### config.mk
export PLATFORM = sky130hd
export DESIGN_NAME = aes_round_ctrl
export DESIGN_NICKNAME = d
export VERILOG_FILES = /design/src/rtl/aes_pkg.sv /design/src/rtl/aes_round_ctrl.sv
export SDC_FILE = /design/constraint.sdc
export NUM_CORES = 1
export LEC_CHECK = 0
export ABC_AREA = 1
export CAP_MARGIN = 15
export CORE_AREA = 2 2 202 204
export DETAILED_ROUTE_END_ITERATION = 12
export DIE_AREA = 0 0 204 206
export PLACE_DENSITY_LB_ADDON = 0.3
export SLEW_MARGIN = 10
export SYNTH_ARGS = -nofsm -noshare
export SYNTH_HDL_FRONTEND = slang
export SYNTH_SLANG_ARGS = --single-unit
### constraint.sdc
create_clock -name clk -period 3.95 [get_ports clk]
set_input_delay 0.79 -clock clk [delete_from_list [all_inputs] [get_ports clk]]
set_output_delay 0.79 -clock clk [all_outputs]
set_load 0.01 [all_outputs]
### src/rtl/aes_pkg.sv
// Shared AES-128 types, constants and GF(2^8) helpers for the round controller,
// round datapath and key schedule.
package aes_pkg;

   localparam int AES_NR    = 10;
   localparam int AES_BLK_W = 128;
   localparam int AES_RND_W = 4;

   typedef enum logic [1:0] {
      IDLE = 2'd0,
      RUN  = 2'd1,
      DONE = 2'd2
   } ctrl_state_e;

   typedef logic [AES_NR:0][AES_BLK_W-1:0] rkeys_t;

   function automatic logic [7:0] gf_xtime(input logic [7:0] a);
      return {a[6:0], 1'b0} ^ (a[7] ? 8'h1b : 8'h00);
   endfunction

   function automatic logic [7:0] gf_mul(input logic [7:0] a, input logic [7:0] b);
      logic [7:0] p;
      logic [7:0] aa;
      p  = 8'h00;
      aa = a;
      for (int i = 0; i < 8; i++) begin
         p  = p ^ (b[i] ? aa : 8'h00);
         aa = gf_xtime(aa);
      end
      return p;
   endfunction

   // S-box computed as the affine map of the field inverse x^254 (0 maps to 0).
   function automatic logic [7:0] aes_sbox(input logic [7:0] x);
      logic [7:0] sq;
      logic [7:0] inv;
      sq  = x;
      inv = 8'h01;
      for (int k = 1; k < 8; k++) begin
         sq  = gf_mul(sq, sq);
         inv = gf_mul(inv, sq);
      end
      return inv ^ {inv[6:0], inv[7]} ^ {inv[5:0], inv[7:6]}
                 ^ {inv[4:0], inv[7:5]} ^ {inv[3:0], inv[7:4]} ^ 8'h63;
   endfunction

   function automatic logic [31:0] aes_sub_word(input logic [31:0] w);
      return {aes_sbox(w[31:24]), aes_sbox(w[23:16]), aes_sbox(w[15:8]), aes_sbox(w[7:0])};
   endfunction

   function automatic rkeys_t aes_expand_key(input logic [AES_BLK_W-1:0] key);
      logic [31:0] w [0:4*AES_NR+3];
      logic [31:0] t;
      logic [7:0]  rcon;
      rkeys_t      rk;
      rcon = 8'h01;
      for (int i = 0; i < 4; i++) begin
         w[i] = key[AES_BLK_W-1-32*i -: 32];
      end
      for (int i = 4; i < 4*AES_NR+4; i++) begin
         t = w[i-1];
         if ((i % 4) == 0) begin
            t    = aes_sub_word({t[23:0], t[31:24]}) ^ {rcon, 24'h000000};
            rcon = gf_xtime(rcon);
         end
         w[i] = w[i-4] ^ t;
      end
      for (int r = 0; r <= AES_NR; r++) begin
         rk[r] = {w[4*r], w[4*r+1], w[4*r+2], w[4*r+3]};
      end
      return rk;
   endfunction

endpackage

### src/rtl/aes_round_ctrl.sv
// Iterative AES-128 encryption sequencer: loads a block, steps the external round
// datapath through rounds 0..NR and hands the ciphertext out on valid/ready.
module aes_round_ctrl
   import aes_pkg::*;
#(
   parameter int NR     = AES_NR,
   parameter int DATA_W = AES_BLK_W
) (
   input  logic                 clk,
   input  logic                 rst_n,
   input  logic                 in_valid,
   output logic                 in_ready,
   input  logic [DATA_W-1:0]    in_text,
   input  logic                 key_valid,
   input  logic                 abort,
   output logic [AES_RND_W-1:0] dp_round,
   output logic                 dp_last,
   output logic [DATA_W-1:0]    dp_state,
   input  logic [DATA_W-1:0]    dp_result,
   output logic                 out_valid,
   input  logic                 out_ready,
   output logic [DATA_W-1:0]    out_text,
   output logic                 busy
);

   localparam logic [AES_RND_W-1:0] LAST_RND = AES_RND_W'(NR);
   localparam logic [AES_RND_W-1:0] PRE_LAST = AES_RND_W'(NR - 1);

   ctrl_state_e          state_r;
   logic [AES_RND_W-1:0] round_r;
   logic                 last_r;
   logic                 busy_r;
   logic                 out_valid_r;
   logic [DATA_W-1:0]    blk_r;
   logic [DATA_W-1:0]    out_text_r;
   logic                 in_ready_s;
   logic                 accept_s;

   // Acceptance window; held low while reset is asserted so reset outputs read idle.
   always_comb begin
      in_ready_s = 1'b0;
      if (rst_n && key_valid && !abort) begin
         case (state_r)
            IDLE:    in_ready_s = 1'b1;
            DONE:    in_ready_s = out_ready;
            default: in_ready_s = 1'b0;
         endcase
      end else begin
         in_ready_s = 1'b0;
      end
   end

   assign accept_s = in_valid && in_ready_s;

   // Controller FSM; round_r is zero outside RUN so it drives dp_round directly.
   always_ff @(posedge clk or negedge rst_n) begin
      if (!rst_n) begin
         state_r     <= IDLE;
         round_r     <= '0;
         last_r      <= 1'b0;
         busy_r      <= 1'b0;
         out_valid_r <= 1'b0;
         blk_r       <= '0;
         out_text_r  <= '0;
      end else if (abort) begin
         state_r     <= IDLE;
         round_r     <= '0;
         last_r      <= 1'b0;
         busy_r      <= 1'b0;
         out_valid_r <= 1'b0;
      end else begin
         case (state_r)
            IDLE: begin
               if (accept_s) begin
                  blk_r   <= in_text;
                  round_r <= '0;
                  last_r  <= (LAST_RND == 4'd0);
                  busy_r  <= 1'b1;
                  state_r <= RUN;
               end
            end
            RUN: begin
               blk_r <= dp_result;
               if (round_r == LAST_RND) begin
                  out_text_r  <= dp_result;
                  out_valid_r <= 1'b1;
                  busy_r      <= 1'b0;
                  round_r     <= '0;
                  last_r      <= 1'b0;
                  state_r     <= DONE;
               end else begin
                  round_r <= round_r + 4'd1;
                  last_r  <= (round_r == PRE_LAST);
               end
            end
            DONE: begin
               if (out_ready) begin
                  out_valid_r <= 1'b0;
                  if (accept_s) begin
                     blk_r   <= in_text;
                     round_r <= '0;
                     last_r  <= (LAST_RND == 4'd0);
                     busy_r  <= 1'b1;
                     state_r <= RUN;
                  end else begin
                     state_r <= IDLE;
                  end
               end
            end
            default: begin
               state_r     <= IDLE;
               round_r     <= '0;
               last_r      <= 1'b0;
               busy_r      <= 1'b0;
               out_valid_r <= 1'b0;
            end
         endcase
      end
   end

   assign in_ready  = in_ready_s;
   assign dp_round  = round_r;
   assign dp_last   = last_r;
   assign dp_state  = blk_r;
   assign out_valid = out_valid_r;
   assign out_text  = out_text_r;
   assign busy      = busy_r;

endmodule

==> reports/metrics.csv <==
metric,value,unit
share of layout cells above drive strength 1,0.03618,
syn nets,1706,
post-synthesis mux area share,0,
CP Launch Point,abort,
Post-synth top cells,"nand2_1, dfrtp_1, o21ai_0, inv_1, nand3_1",
setup repair after global routing missed its margin,false,
worst flop-to-flop path startpoint,state_r[1]$_DFFE_PN0P_,
Power Total,8.090,mW
Reg area,6631,um^2
Hold WC Path Type,input port to asynchronous set/reset pin,
Yosys cell types,20,
Synth Area in XOR/XNOR,0,
wire per inst,16.44,um
post-DP HPWL,28.45,mm
die width,204,um
Max Cap Viol,0,
total gr overflow,0,
CTS tree,done,
Placed Area,17350,um^2
CP endpoint kind,output port,
leakage,8.918,nW
I/O pin count,526,
CP required,3.16,ns
post-synth top area share,0.5600,
number of global-route vias before repair,11053,
DP Worst Slack,0.7837,ns
CP Max Fanout,4,
final worst slack,0.8019,ns
Site Rows,74,
max-slew violations,0,
Mapped Cells,1444,
final setup TNS,0,ns
Max Buffers Root-to-Sink,3,
reg2reg setup slack,1.24,ns
vias after detailed routing,11190,
total wire length,40.60,mm
Synth Flop Type,dfrtp_1,
Synth area leader,dfrtp_1,
antenna violations before repair,2,
post-synthesis sequential area ratio,0.5600,
"EDFF count, synth",0,
Die Footprint,42020,um^2
Root Buffer,clkbuf_16,
hold_ws,0.02530,ns
largest net degree at the start of global routing,149,
synth warn,0,
f_max,317.7,MHz
area of the multi-input gates,4103,um^2
routability cong.,0.8506,
# nets final,2176,
Starting Density,0.2947,
worst setup path end,in_ready,
area delta synth->final,55.43,%
Peak supply drop,295.8,uV
post-CTS sizing,0,
# Post-CTS Setup Buffers,0,
die span in y,206,um
final setup vio count,0,
clock slew at reported path FFs,0.06,ns
initial DRC count,615,
ANT nets after route,0,
IO Port Bufs,525,
Least-Margin Pin Slew,0.8883,ns
Fillers,3953,
Critical R2R Capture,out_text[72]$_DFFE_PN0P_,
Max-Slew Margin vs Limit,0.4078,
routed vias/inst,4.532,
core area,40180,um^2
"count leader, synth",nand2_1,
CTS buffer count,30,
DR pass1 iterations,5,
asr flop ratio synth,1.000,
top post-synthesis cells by area,"dfrtp_1, nand2_1, o21ai_0, nand3_1, inv_1",
main combinational cell family by area after synthesis,simple AND/OR/NAND/NOR gates,
post-route clock period utilization,0.7970,
"flops & latches, synth",265,
hold bufs inserted after CTS,0,
post-synthesis compound-gate area fraction,0.1107,
CTS Sinks,265,
PD cells,439.5,nW/um^2
adder-cell share of the synthesized area,0,
first-pass GRT wire length,62.30,mm
synthesized area,11840,um^2
worst-case reg-to-reg path depth,6,
Worst setup SP type,input port,
Total GRT Usage,0.1864,
design area,18410,um^2
WS Path Type,input port to output port,
final hold violation count,0,
# DRC,0,
Worst-Skew Late Latency,0.56,ns
simple-gate share of the synthesized area,0.2324,
min Tclk post-route,3.148,ns
Mapped Avg Cell Area,8.200,um^2
Final Skew,0.009586,ns
arrival time worst endpoint,2.36,ns
H-tree Lvls,1,
outcome,"complete, no violations",
==> logic make-up (layout without fill, tap and decap cells) <==
kind of cell           after synthesis  count (layout)
other                                0               2
and+or+nand+nor                    677             677
AOI/OAI and AO/OA                  262             262
buffers and inverters              240             731
DFF                                265             265
==> layout by cell type, fill, tap and decap left out, types with 6 or more instances in the layout <==
cell / instances
o21ai_1: 83
nand2_1: 529
buf_12: 6
nand3_1: 134
inv_1: 140
clkbuf_16: 31
clkbuf_8: 7
dfrtp_1: 265
o21ai_0: 179
clkdlybuf4s50_1: 524
==> state kept, by name (all words and copies together), names as in the netlist <==
signal and cells:
dp_last 1, state_r 2, out_valid 1, out_text 128
busy 1, dp_state 128, dp_round 4
==> power by group <==
| group | internal (mW) | switching, mW | leakage (nW) | total [mW] |
|---|---|---|---|---|
| Clock | 1.81 | 1.15 | 0.513 | 2.96 |
| Combinational | 0.998 | 0.873 | 4.89 | 1.87 |
| Sequential | 3.06 | 0.197 | 3.52 | 3.26 |
==> layout make-up <==
type                       count  area share
multi-input combinational    939      0.2229
clock inverter                11    0.008702
inverter                     142     0.02910
clock buffer                  42     0.04820
tap                          532     0.03617
timing repair buffer         536      0.2944
antenna                        2   0.0002719
sequential                   265      0.3603
==> worst max-delay path, cell delays in order <==
cell and delay [ns]:
clkdlybuf4s50_1 0.58, nor4_1 0.34, clkdlybuf4s50_1 0.64
==> worst min-delay path by stage <==
stage                                         from                        to  slack (ns)
after detailed placement  dp_state[85]$_DFFE_PN0P_  dp_state[85]$_DFFE_PN0P_        0.46
after global placement    dp_state[78]$_DFFE_PN0P_  dp_state[78]$_DFFE_PN0P_        0.45
after CTS                                    rst_n  out_text[19]$_DFFE_PN0P_       0.005
final                                        rst_n  out_text[19]$_DFFE_PN0P_        0.03
after global routing                         rst_n  out_text[21]$_DFFE_PN0P_       0.005
after floorplan                              rst_n          busy$_DFFE_PN0P_        0.49
==> per-layer routing <==
metal	vias up	GRT usage	part of all wire
met3	82	0.05125	0.084
met2	404	0.3120	0.48
met5	-	0	0
met4	0	0.07013	0.035
met1	5208	0.2295	0.40
li1	5496	-	-
==> metrics by stage <==
| step | instances | util |
|---|---|---|
| 3_5_place_dp | 2414 | 0.4318 |
| 5_1_grt | 2468 | 0.4580 |
| 3_3_place_gp | 2414 | 0.4318 |
| 4_1_cts | 2467 | 0.4579 |
| 2_1_floorplan | 1444 | - |
| 6_report | 2469 | 0.4580 |
No activity file was read; power rests on OpenSTA's default activity.
